### config.mk
export PLATFORM = sky130hd
export DESIGN_NAME = reg_scoreboard_flat
export DESIGN_NICKNAME = d
export VERILOG_FILES = /design/src/rtl/reg_scoreboard_if.sv /design/src/rtl/reg_scoreboard.sv /design/src/flat_wrapper.sv
export SDC_FILE = /design/constraint.sdc
export NUM_CORES = 1
export LEC_CHECK = 0
export ABC_AREA = 1
export ABC_CLOCK_PERIOD_IN_PS = 2700
export BUFFER_PORTS_ARGS = -buffer_cell sky130_fd_sc_hd__buf_2
export CAP_MARGIN = 30
export CELL_PAD_IN_SITES_DETAIL_PLACEMENT = 0
export CELL_PAD_IN_SITES_GLOBAL_PLACEMENT = 2
export CORE_MARGIN = 4
export CORE_UTILIZATION = 29
export CTS_BUF_LIST = sky130_fd_sc_hd__clkbuf_16
export DETAILED_ROUTE_END_ITERATION = 12
export MAX_ROUTING_LAYER = met4
export PLACE_DENSITY_LB_ADDON = 0.1
export SYNTH_ARGS = -nofsm -noshare
export SYNTH_HDL_FRONTEND = slang
export SYNTH_SLANG_ARGS = --single-unit
### constraint.sdc
create_clock -name clk -period 2.7 [get_ports clk]
set_clock_uncertainty 0.2 [all_clocks]
set_input_delay 0.27 -clock clk [delete_from_list [all_inputs] [get_ports clk]]
set_output_delay 0.27 -clock clk [all_outputs]
set_load 0.1 [all_outputs]
### src/rtl/reg_scoreboard_if.sv
// rtl/reg_scoreboard_if.sv - ID/WB side bundle between pipeline and register scoreboard
interface reg_scoreboard_if #(
  parameter int NREG = 32
);
  logic            id_valid;
  logic            ex_allow;
  logic [4:0]      id_rj;
  logic            id_rj_used;
  logic [4:0]      id_rk;
  logic            id_rk_used;
  logic            id_rf_we;
  logic [4:0]      id_dest;
  logic            wb_valid;
  logic            wb_rf_we;
  logic [4:0]      wb_dest;
  logic            flush;
  logic            id_stall;
  logic            id_issue;
  logic [NREG-1:0] pend_mask;
  logic            sb_err;

  modport master (
    output id_valid, ex_allow, id_rj, id_rj_used, id_rk, id_rk_used,
           id_rf_we, id_dest, wb_valid, wb_rf_we, wb_dest, flush,
    input  id_stall, id_issue, pend_mask, sb_err
  );

  modport slave (
    input  id_valid, ex_allow, id_rj, id_rj_used, id_rk, id_rk_used,
           id_rf_we, id_dest, wb_valid, wb_rf_we, wb_dest, flush,
    output id_stall, id_issue, pend_mask, sb_err
  );
endinterface

### src/rtl/reg_scoreboard.sv
// rtl/reg_scoreboard.sv - per-GPR pending-write counters driving the ID-stage stall
module reg_scoreboard #(
  parameter int NREG     = 32,
  parameter int CNT_W    = 2,
  parameter int MAX_PEND = 3
) (
  input  logic            clk,
  input  logic            reset,
  reg_scoreboard_if.slave sb
);

  localparam logic [CNT_W-1:0] MAX_CNT = CNT_W'(MAX_PEND);

  logic [CNT_W-1:0] cnt_q [NREG];
  logic [CNT_W-1:0] cnt_d [NREG];
  logic             sb_err_q;
  logic             sb_err_d;

  logic haz_rj;
  logic haz_rk;
  logic haz_full;
  logic stall;
  logic issue;
  logic inc;
  logic dec;

  // Hazard detection and issue; stall is kept independent of ex_allow to avoid a loop with allow_3
  always_comb begin
    haz_rj   = sb.id_rj_used && (sb.id_rj != 5'd0) && (cnt_q[sb.id_rj] != '0);
    haz_rk   = sb.id_rk_used && (sb.id_rk != 5'd0) && (cnt_q[sb.id_rk] != '0);
    haz_full = sb.id_rf_we && (sb.id_dest != 5'd0) && (cnt_q[sb.id_dest] == MAX_CNT);
    stall    = sb.id_valid && (haz_rj || haz_rk || haz_full);
    issue    = sb.id_valid && sb.ex_allow && !stall;
    inc      = issue && sb.id_rf_we && (sb.id_dest != 5'd0);
    dec      = sb.wb_valid && sb.wb_rf_we && (sb.wb_dest != 5'd0);
  end

  // Counter next state: flush clears all, same-register inc+dec cancels, retire on empty flags sb_err
  always_comb begin
    sb_err_d = sb_err_q;
    for (int i = 0; i < NREG; i++) begin
      cnt_d[i] = cnt_q[i];
    end
    if (sb.flush) begin
      for (int i = 0; i < NREG; i++) begin
        cnt_d[i] = '0;
      end
    end else begin
      for (int i = 1; i < NREG; i++) begin
        if (inc && (sb.id_dest == 5'(i)) && !(dec && (sb.wb_dest == 5'(i)))) begin
          cnt_d[i] = cnt_q[i] + CNT_W'(1);
        end else if (dec && (sb.wb_dest == 5'(i)) && !(inc && (sb.id_dest == 5'(i)))) begin
          if (cnt_q[i] == '0) begin
            sb_err_d = 1'b1;
          end else begin
            cnt_d[i] = cnt_q[i] - CNT_W'(1);
          end
        end
      end
    end
  end

  // State register: reset clears counters and the sticky error flag
  always_ff @(posedge clk) begin
    if (reset) begin
      for (int i = 0; i < NREG; i++) begin
        cnt_q[i] <= '0;
      end
      sb_err_q <= 1'b0;
    end else begin
      cnt_q    <= cnt_d;
      sb_err_q <= sb_err_d;
    end
  end

  // Outputs: pending mask from counters, register 0 always reported clear
  always_comb begin
    sb.pend_mask = '0;
    for (int i = 1; i < NREG; i++) begin
      sb.pend_mask[i] = (cnt_q[i] != '0);
    end
    sb.id_stall = stall;
    sb.id_issue = issue;
    sb.sb_err   = sb_err_q;
  end

endmodule

### src/flat_wrapper.sv
// flat-port wrapper written by rule: the top's interface ports become plain ports
module reg_scoreboard_flat 
#(
  parameter int NREG     = 32,
  parameter int CNT_W    = 2,
  parameter int MAX_PEND = 3
)
  (clk, reset, sb_id_valid, sb_ex_allow, sb_id_rj, sb_id_rj_used, sb_id_rk, sb_id_rk_used, sb_id_rf_we, sb_id_dest, sb_wb_valid, sb_wb_rf_we, sb_wb_dest, sb_flush, sb_id_stall, sb_id_issue, sb_pend_mask, sb_sb_err);
  reg_scoreboard_if #(.NREG(NREG)) sb_i ();
  input  logic clk;
  input  logic reset;
  input wire logic [$bits(sb_i.id_valid)-1:0] sb_id_valid;
  input wire logic [$bits(sb_i.ex_allow)-1:0] sb_ex_allow;
  input wire logic [$bits(sb_i.id_rj)-1:0] sb_id_rj;
  input wire logic [$bits(sb_i.id_rj_used)-1:0] sb_id_rj_used;
  input wire logic [$bits(sb_i.id_rk)-1:0] sb_id_rk;
  input wire logic [$bits(sb_i.id_rk_used)-1:0] sb_id_rk_used;
  input wire logic [$bits(sb_i.id_rf_we)-1:0] sb_id_rf_we;
  input wire logic [$bits(sb_i.id_dest)-1:0] sb_id_dest;
  input wire logic [$bits(sb_i.wb_valid)-1:0] sb_wb_valid;
  input wire logic [$bits(sb_i.wb_rf_we)-1:0] sb_wb_rf_we;
  input wire logic [$bits(sb_i.wb_dest)-1:0] sb_wb_dest;
  input wire logic [$bits(sb_i.flush)-1:0] sb_flush;
  output wire logic [$bits(sb_i.id_stall)-1:0] sb_id_stall;
  output wire logic [$bits(sb_i.id_issue)-1:0] sb_id_issue;
  output wire logic [$bits(sb_i.pend_mask)-1:0] sb_pend_mask;
  output wire logic [$bits(sb_i.sb_err)-1:0] sb_sb_err;
  assign sb_i.id_valid = sb_id_valid;
  assign sb_i.ex_allow = sb_ex_allow;
  assign sb_i.id_rj = sb_id_rj;
  assign sb_i.id_rj_used = sb_id_rj_used;
  assign sb_i.id_rk = sb_id_rk;
  assign sb_i.id_rk_used = sb_id_rk_used;
  assign sb_i.id_rf_we = sb_id_rf_we;
  assign sb_i.id_dest = sb_id_dest;
  assign sb_i.wb_valid = sb_wb_valid;
  assign sb_i.wb_rf_we = sb_wb_rf_we;
  assign sb_i.wb_dest = sb_wb_dest;
  assign sb_i.flush = sb_flush;
  assign sb_id_stall = sb_i.id_stall;
  assign sb_id_issue = sb_i.id_issue;
  assign sb_pend_mask = sb_i.pend_mask;
  assign sb_sb_err = sb_i.sb_err;
  reg_scoreboard #(.NREG(NREG), .CNT_W(CNT_W), .MAX_PEND(MAX_PEND)) u_core (.clk(clk), .reset(reset), .sb(sb_i));
endmodule
Word level (Yosys, flattened, before mapping) --
Index checks and enable logic that the tools add are counted.
Storage, ports and cells: output and inout bits 35, flip-flop bits (word level) 63, input bits 30, logic and storage cells 729
Operators by class: eq/ne operators 94, reduce and logical (&&, ||, !) cells 333, $add $sub $neg 62, muxes and demuxes 202, order comparisons 3, bitwise gates (word level) 3
Operators with widths (count):
- two-way mux 2 bit | 99
- equality test 5 bit, second input constant | 32
- logical AND 1 bit | 137
- nonzero test 2 bit | 64
- two-way mux 1 bit | 100
- equality test 5 x 4 -> 1 bit, second input constant | 16
- zero test 1 bit | 63
- adder 2 x 1 -> 2 bit, second input constant | 31
- zero test 2 bit | 31
- inequality test 2 x 1 -> 1 bit, second input constant | 31
- AND reduction 2 bit | 31
- subtractor 2 x 1 -> 2 bit, second input constant | 31
- equality test 5 x 3 -> 1 bit, second input constant | 8
- binary-select mux 2 bit (select 5 bit) | 3
- equality test 5 x 2 -> 1 bit, second input constant | 4
- nonzero test 5 bit | 4
- >= comparator 6 bit, second input constant | 3
- NOT 5 -> 6 bit | 3
- equality test 5 x 1 -> 1 bit, second input constant | 2
- equality test 2 bit, second input constant | 1
- logical OR 1 bit | 2
- OR reduction 2 bit | 1

Logic depth before layout (Yosys ltp) --
depth in word-level cells 115, mapped depth 25, gate-level depth less buffers 22

Worst setup path before layout --
OpenSTA, ideal clock, no wires.
path kind flip-flop to flip-flop, start point register u_core.cnt_q[19] (netlist name), end point register u_core.cnt_q[9] (netlist name), arrival 3.468 ns, library setup time 0.135 ns, period minus slack after synthesis 3.803 ns, data required time 2.365 ns, buffers on the path 1, cell stages (with the launch flop) 19, slack -1.103 ns, cells stage by stage dfxtp_1 inv_1 nand2_1 o21ai_0 nand2_1 nand3_1 nand2_1 nand2_1 nand3_1 nand2_1 nand3_1 nor2_2 buf_2 nand4_1 ha_1 nor2_1 or2_2 a211oi_1 a211oi_1
Between the ends: cells in the longest elaborated chain, start to end 17, elaborated cells on any way between the ends 30, those cells by class eq/ne (2); mux (10); reduce/logical (18)
RTL lines:
- from (decl) | line reg_scoreboard.sv:14 | logic [CNT_W-1:0] cnt_q [NREG];
- from (signal assigned) | line reg_scoreboard.sv:71 | cnt_q <= cnt_d;
- binary-select mux 2 bit (select 5 bit) (on tied branches) | line reg_scoreboard.sv:29, reg_scoreboard.sv:30
- two-way mux 2 bit (on tied branches) (2 in series) | line reg_scoreboard.sv:29, reg_scoreboard.sv:30
- nonzero test 2 bit (on tied branches) | line reg_scoreboard.sv:29, reg_scoreboard.sv:30
- logical AND 1 bit (on tied branches) | line reg_scoreboard.sv:29, reg_scoreboard.sv:30
- logical OR 1 bit | line reg_scoreboard.sv:32 | stall = sb.id_valid && (haz_rj || haz_rk || haz_full);
- logical OR 1 bit (*) | line reg_scoreboard.sv:32
- logical AND 1 bit (*) | line reg_scoreboard.sv:32
- zero test 1 bit (*) | line reg_scoreboard.sv:33 | issue = sb.id_valid && sb.ex_allow && !stall;
- logical AND 1 bit (*) | line reg_scoreboard.sv:33
- named net sb_id_issue | line flat_wrapper.sv:25 | output wire logic [$bits(sb_i.id_issue)-1:0] sb_id_issue;
- logical AND 1 bit (*) (2 in series) | line reg_scoreboard.sv:34 | inc = issue && sb.id_rf_we && (sb.id_dest != 5'd0);
- logical AND 1 bit (*) | line reg_scoreboard.sv:50, reg_scoreboard.sv:52
- zero test 1 bit | line reg_scoreboard.sv:52 | end else if (dec && (sb.wb_dest == 5'(i)) && !(inc && (sb.id_dest == 5'(i)))) begin
- logical AND 1 bit | line reg_scoreboard.sv:52
- nonzero test 2 bit (no source line)
- AND reduction 2 bit (no source line)
The timed path passes the listed nets; every way through them passes the cells marked *. The select of a mux whose other input is x is not followed. A chain may end at the register's enable or synchronous reset.

Worst setup path in the final report --
start point register u_core.cnt_q[59] (netlist name), end point register u_core.cnt_q[21] (netlist name)
Between the ends: cells in the longest elaborated chain, start to end 17, elaborated cells on any way between the ends 30, those cells by class eq/ne (2); mux (10); reduce/logical (18)
RTL lines (line):
- binary-select mux 2 bit (select 5 bit) (on tied branches) | reg_scoreboard.sv:29, reg_scoreboard.sv:30
- two-way mux 2 bit (on tied branches) (2 in series) | reg_scoreboard.sv:29, reg_scoreboard.sv:30
- nonzero test 2 bit (on tied branches) | reg_scoreboard.sv:29, reg_scoreboard.sv:30
- logical AND 1 bit (on tied branches) | reg_scoreboard.sv:29, reg_scoreboard.sv:30
- logical OR 1 bit | reg_scoreboard.sv:32
- logical OR 1 bit (*) | reg_scoreboard.sv:32
- logical AND 1 bit (*) | reg_scoreboard.sv:32
- zero test 1 bit (*) | reg_scoreboard.sv:33
- logical AND 1 bit (*) | reg_scoreboard.sv:33
- logical AND 1 bit (*) (2 in series) | reg_scoreboard.sv:34
- logical AND 1 bit (*) | reg_scoreboard.sv:50, reg_scoreboard.sv:52
- zero test 1 bit | reg_scoreboard.sv:52
- logical AND 1 bit | reg_scoreboard.sv:52
- nonzero test 2 bit (no source line)
- AND reduction 2 bit (no source line)
Mark *: on every way between the ends. The rest lies on a longest branch, timed or not. The select of a mux whose other input is x is not followed.

==> impl_results.html <==
<table>
<tr><th>Metric</th><th>Value</th></tr>
<tr><th colspan="2">Layout</th></tr>
<tr><td>Layout Nets</td><td>1620</td></tr>
<tr><td>Antenna Diode Count</td><td>0</td></tr>
<tr><td>Share of cells above drive strength 1</td><td>just under 50%</td></tr>
<tr><td>Layout overhead on the synthesized area</td><td>80.5%</td></tr>
<tr><td>Highest-count cells in the layout ignoring fill and taps</td><td>sky130_fd_sc_hd__buf_4, sky130_fd_sc_hd__nand2_1, sky130_fd_sc_hd__inv_1, sky130_fd_sc_hd__nor2_1, sky130_fd_sc_hd__buf_2</td></tr>
<tr><td>FILL cells</td><td>2254</td></tr>
<tr><td>Storage element area</td><td>roughly 1300 um2</td></tr>
<tr><td>Multi-input logic area</td><td>5640 um2</td></tr>
<tr><td>Finished Cell Area</td><td>11800 um2</td></tr>
<tr><td>Most common cell after layout, fill and taps aside</td><td>sky130_fd_sc_hd__buf_4</td></tr>
<tr><th colspan="2">Power</th></tr>
<tr><td>Power density of the placed cells</td><td>236 nW/um2</td></tr>
<tr><td>Register share of total power</td><td>33.6%</td></tr>
<tr><td>Worst-case vdd ir drop</td><td>0.230 mV</td></tr>
<tr><td>Switching power</td><td>824 uW</td></tr>
<tr><td>Relative contribution of the clock network to total power</td><td>45.7%</td></tr>
<tr><td>Sw frac</td><td>between 20% and 30%</td></tr>
<tr><td>Power, Total</td><td>2.77 mW</td></tr>
<tr><td>Fraction of power consumed by combinational cells</td><td>between 20% and 30%</td></tr>
<tr><td>Internal power</td><td>1.95 mW</td></tr>
<tr><td>Static Leak</td><td>around 5.2 nW</td></tr>
<tr><th colspan="2">Setup path</th></tr>
<tr><td>Critical path peak fanout</td><td>7</td></tr>
<tr><td>CP Data Required Time</td><td>2.69 ns</td></tr>
<tr><td>Worst setup path class</td><td>reg -&gt; reg</td></tr>
<tr><td>Critical Path Start Type</td><td>register</td></tr>
<tr><td>Reg2Reg Launch Point</td><td>u_core.cnt_q[59]</td></tr>
<tr><td>Worst setup startpoint</td><td>u_core.cnt_q[59]</td></tr>
<tr><td>Sort of element at the end of the critical path</td><td>register</td></tr>
<tr><td>Arrival time of the worst setup path</td><td>3.33 ns</td></tr>
<tr><th colspan="2">CTS</th></tr>
<tr><td>Clock tree from TritonCTS</td><td>built</td></tr>
<tr><td>Clock buffers created by TritonCTS</td><td>9</td></tr>
<tr><td>CTS Sinks</td><td>63</td></tr>
<tr><td>Clk pin slew, worst setup/hold paths</td><td>about 0.06 ns</td></tr>
<tr><td>Clock root buffer master</td><td>sky130_fd_sc_hd__clkbuf_16</td></tr>
<tr><td>Number of buffers between clock root and the deepest sink</td><td>2</td></tr>
<tr><td>Hold-fix buffers, CTS</td><td>0</td></tr>
<tr><td>Clock insertion delay at the later pin of the skew report</td><td>0.34 ns</td></tr>
<tr><td>H-tree levels</td><td>3</td></tr>
<tr><th colspan="2">Route</th></tr>
<tr><td># DRC</td><td>0</td></tr>
<tr><td>Remaining antenna violation count after routing</td><td>0</td></tr>
<tr><td>Initial DRC count</td><td>574</td></tr>
<tr><td>Number of iterations in the first detailed-routing pass</td><td>6</td></tr>
<tr><td>Routed vias</td><td>8746</td></tr>
<tr><td>Detailed-route wire length</td><td>33200 um</td></tr>
<tr><td>Via-per-instance ratio</td><td>4.82</td></tr>
<tr><td>Average detailed-routed wire length per instance</td><td>18.3 um</td></tr>
<tr><th colspan="2">Yosys</th></tr>
<tr><td>Most area-hungry cell type in the Yosys netlist</td><td>sky130_fd_sc_hd__dfxtp_1</td></tr>
<tr><td>Total of warnings raised by yosys</td><td>0</td></tr>
<tr><td>Synth area leaders</td><td>sky130_fd_sc_hd__dfxtp_1, sky130_fd_sc_hd__nand2_1, sky130_fd_sc_hd__nor2_1</td></tr>
<tr><td>Count of distinct cell types in the synthesized netlist</td><td>32</td></tr>
<tr><td>Synthesized area</td><td>around 6500 um2</td></tr>
<tr><td>Share of the synthesized area in the top cell type</td><td>19.3%</td></tr>
<tr><td>Number of instances in the synthesized netlist</td><td>1127</td></tr>
<tr><td>Sequential fraction of the synthesis area</td><td>19.3%</td></tr>
<tr><td>Mean area per synthesized cell</td><td>around 5.8 um2</td></tr>
<tr><td>Yosys reg bits</td><td>63</td></tr>
<tr><td>Net count after synthesis</td><td>1219</td></tr>
<tr><th colspan="2">Global routing</th></tr>
<tr><td>Global routing usage summed across all routing layers</td><td>26.9%</td></tr>
<tr><td>First-pass GRT wire length</td><td>just under 50000 um</td></tr>
<tr><td>Number of antenna violations at the first check in global routing</td><td>0</td></tr>
<tr><td>Largest net degree at the start of global routing</td><td>44</td></tr>
<tr><td>Number of global-route vias before repair</td><td>about 8600</td></tr>
<tr><td>Global route total overflow</td><td>0</td></tr>
<tr><th colspan="2">Placed design</th></tr>
<tr><td>Post-placement worst setup slack</td><td>-1.26 ns</td></tr>
<tr><td>Gp weighted congestion</td><td>0.966</td></tr>
<tr><td>Instance area at placement</td><td>9490 um2</td></tr>
<tr><td>Post-DP HPWL</td><td>25300 um</td></tr>
<tr><td>Count of input and output buffers</td><td>between 60 and 70</td></tr>
<tr><th colspan="2">STA</th></tr>
<tr><td>Slew HR</td><td>between 50% and 60%</td></tr>
<tr><td>Slack of the critical path</td><td>-0.641 ns</td></tr>
<tr><td>Hold slack</td><td>0.0804 ns</td></tr>
<tr><td>Count of final hold-check violations</td><td>0</td></tr>
<tr><td>Total Negative Setup Slacks</td><td>-21.40 ns</td></tr>
<tr><td>Worst-margin pin slew</td><td>between 0.7 and 0.8 ns</td></tr>
<tr><td>Post-route fraction of the period consumed by the critical path</td><td>124%</td></tr>
<tr><td>RSZ-0062 raised after global routing</td><td>yes</td></tr>
<tr><td>Endpoints failing setup</td><td>65</td></tr>
<tr><td>Final Slew Violations</td><td>0</td></tr>
<tr><td>Final critical delay including setup and external delays</td><td>3.34 ns</td></tr>
<tr><td>Max Clock Freq</td><td>299 MHz</td></tr>
<tr><th colspan="2">Worst hold path</th></tr>
<tr><td>Worst hold start</td><td>reset</td></tr>
<tr><td>Class of the tightest hold or removal check</td><td>in -&gt; reg</td></tr>
<tr><th colspan="2">Floorplan</th></tr>
<tr><td>Core area</td><td>22000 um2</td></tr>
<tr><td>Floorplan die height</td><td>158 um</td></tr>
<tr><td>Std cell rows</td><td>54</td></tr>
<tr><td>Effective utilization at floorplan</td><td>29.7%</td></tr>
<tr><td>I/O pin cnt</td><td>65</td></tr>
<tr><td>Die Width</td><td>around 160 um</td></tr>
<tr><td>Area enclosed by the die boundary</td><td>24900 um2</td></tr>
<tr><th colspan="2">Outcome</th></tr>
<tr><td>Result of the run</td><td>finished with violations</td></tr>
<tr><td>Failing checks</td><td>negative setup slack</td></tr>
<tr><th colspan="2">Job</th></tr>
<tr><td>Count of maximum capacitance violations</td><td>0</td></tr>
</table>
## kinds of logic after synthesis
logic type / Yosys count / share of synthesized area (%)
adders and majority gates: 62 / 11.9
other: 1 / 0.0575
AOI/OAI and AO/OA: 161 / 15.6
buffers and inverters: 237 / 14.4
DFF: 63 / 19.3
and+or+nand+nor: 603 / 38.7
## synthesized netlist by cell type
master / count
sky130_fd_sc_hd__conb_1: 1
sky130_fd_sc_hd__nand3_1: 59
sky130_fd_sc_hd__nor3_1: 10
sky130_fd_sc_hd__o211ai_1: 7
sky130_fd_sc_hd__o21bai_1: 1
sky130_fd_sc_hd__o22ai_1: 4
sky130_fd_sc_hd__buf_2: 11
sky130_fd_sc_hd__a21oi_1: 42
sky130_fd_sc_hd__clkbuf_1: 15
sky130_fd_sc_hd__or2_2: 9
sky130_fd_sc_hd__inv_1: 201
sky130_fd_sc_hd__a211oi_1: 56
sky130_fd_sc_hd__dfxtp_1: 63
sky130_fd_sc_hd__a31o_2: 3
sky130_fd_sc_hd__o41ai_1: 1
sky130_fd_sc_hd__a221oi_1: 6
sky130_fd_sc_hd__a22o_1: 2
sky130_fd_sc_hd__nand4_4: 2
sky130_fd_sc_hd__nor2_2: 8
sky130_fd_sc_hd__nand4_1: 35
sky130_fd_sc_hd__nand2_1: 270
sky130_fd_sc_hd__buf_6: 3
sky130_fd_sc_hd__inv_2: 2
sky130_fd_sc_hd__clkinv_1: 2
sky130_fd_sc_hd__o21ai_0: 34
sky130_fd_sc_hd__ha_1: 62
sky130_fd_sc_hd__buf_4: 2
sky130_fd_sc_hd__a211o_1: 1
sky130_fd_sc_hd__nor2_4: 1
sky130_fd_sc_hd__nor2_1: 209
sky130_fd_sc_hd__o21ai_1: 4
sky130_fd_sc_hd__inv_4: 1
## worst paths after layout
kind                                    endpoint  slack (ns)  cells past startpoint
worst max-delay path            u_core.cnt_q[21]       -0.64                     19
worst min-delay path            u_core.cnt_q[36]        0.08                      4
worst max register to register  u_core.cnt_q[21]       -0.64                     19
worst min register to register  u_core.cnt_q[30]        0.31                      2
## flip-flops by register name, indices dropped and copies added (netlist names)
| signal | flops |
|---|---|
| u_core.cnt_q | 62 |
| u_core.sb.sb_err | 1 |
## repair_timing
action                                  4_1_cts  5_1_grt
pin swaps                                    85      116
gates resized for setup                     208      194
setup buffers                                51       19
endpoints found under the setup margin       65       66
gates cloned                                  2        0
## power by group through the flow
| stage | combinational (mW) | clock (mW) | sequential, mW |
|---|---|---|---|
| 3_3_place_gp | 0.466 | 0 | 0.953 |
| 2_1_floorplan | 0.225 | 0 | 0.962 |
| 4_1_cts | 0.533 | 1.29 | 0.932 |
| 5_1_grt | 0.608 | 1.33 | 0.930 |
| 6_report | 0.575 | 1.27 | 0.930 |
| 3_5_place_dp | 0.465 | 0 | 0.953 |
## area by class of cell
cell class	count	share of cell area (%)
Inverter	206	6.97
Multi-Input combinational cell	827	47.9
Timing Repair Buffer	421	28.6
Sequential cell	63	10.9
Clock inverter	7	0.681
Clock buffer	9	1.91
Tap cell	280	2.98
## through the flow
stage / cells / util (%)
4_1_cts: 1808 / 50.1
6_report: 1813 / 53.6
3_3_place_gp: 1740 / 43.2
3_5_place_dp: 1740 / 43.2
2_1_floorplan: 1127 / -
5_1_grt: 1813 / 53.6
## routing by layer
metal | vias to the layer above | wire [um] | global-route usage [%]
met3 | 60 | 1680 | 3.91
met1 | 4057 | 15200 | 35.2
met2 | 217 | 15100 | 42.9
li1 | 4412 | - | -
met5 | - | 0 | -
met4 | 0 | 1290 | 9.14
## critical path, cell delays in order (launching register included)
cell and delay [ns]:
sky130_fd_sc_hd__dfxtp_2 0.33, sky130_fd_sc_hd__nor2_4 0.24, sky130_fd_sc_hd__clkinvlp_4 0.17, sky130_fd_sc_hd__o21ai_2 0.13, sky130_fd_sc_hd__nand2_1 0.07, sky130_fd_sc_hd__a21oi_2 0.13, sky130_fd_sc_hd__nor2_2 0.06, sky130_fd_sc_hd__nand2_4 0.08
sky130_fd_sc_hd__buf_6 0.10, sky130_fd_sc_hd__nand3_4 0.07, sky130_fd_sc_hd__nor2_4 0.19, sky130_fd_sc_hd__buf_12 0.16, sky130_fd_sc_hd__buf_4 0.11, sky130_fd_sc_hd__buf_6 0.09, sky130_fd_sc_hd__nand4_1 0.15, sky130_fd_sc_hd__ha_4 0.35
sky130_fd_sc_hd__nor2_2 0.05, sky130_fd_sc_hd__or2_4 0.23, sky130_fd_sc_hd__a211oi_2 0.20, sky130_fd_sc_hd__a211oi_1 0.07
Power figures use the tool's default switching activity.
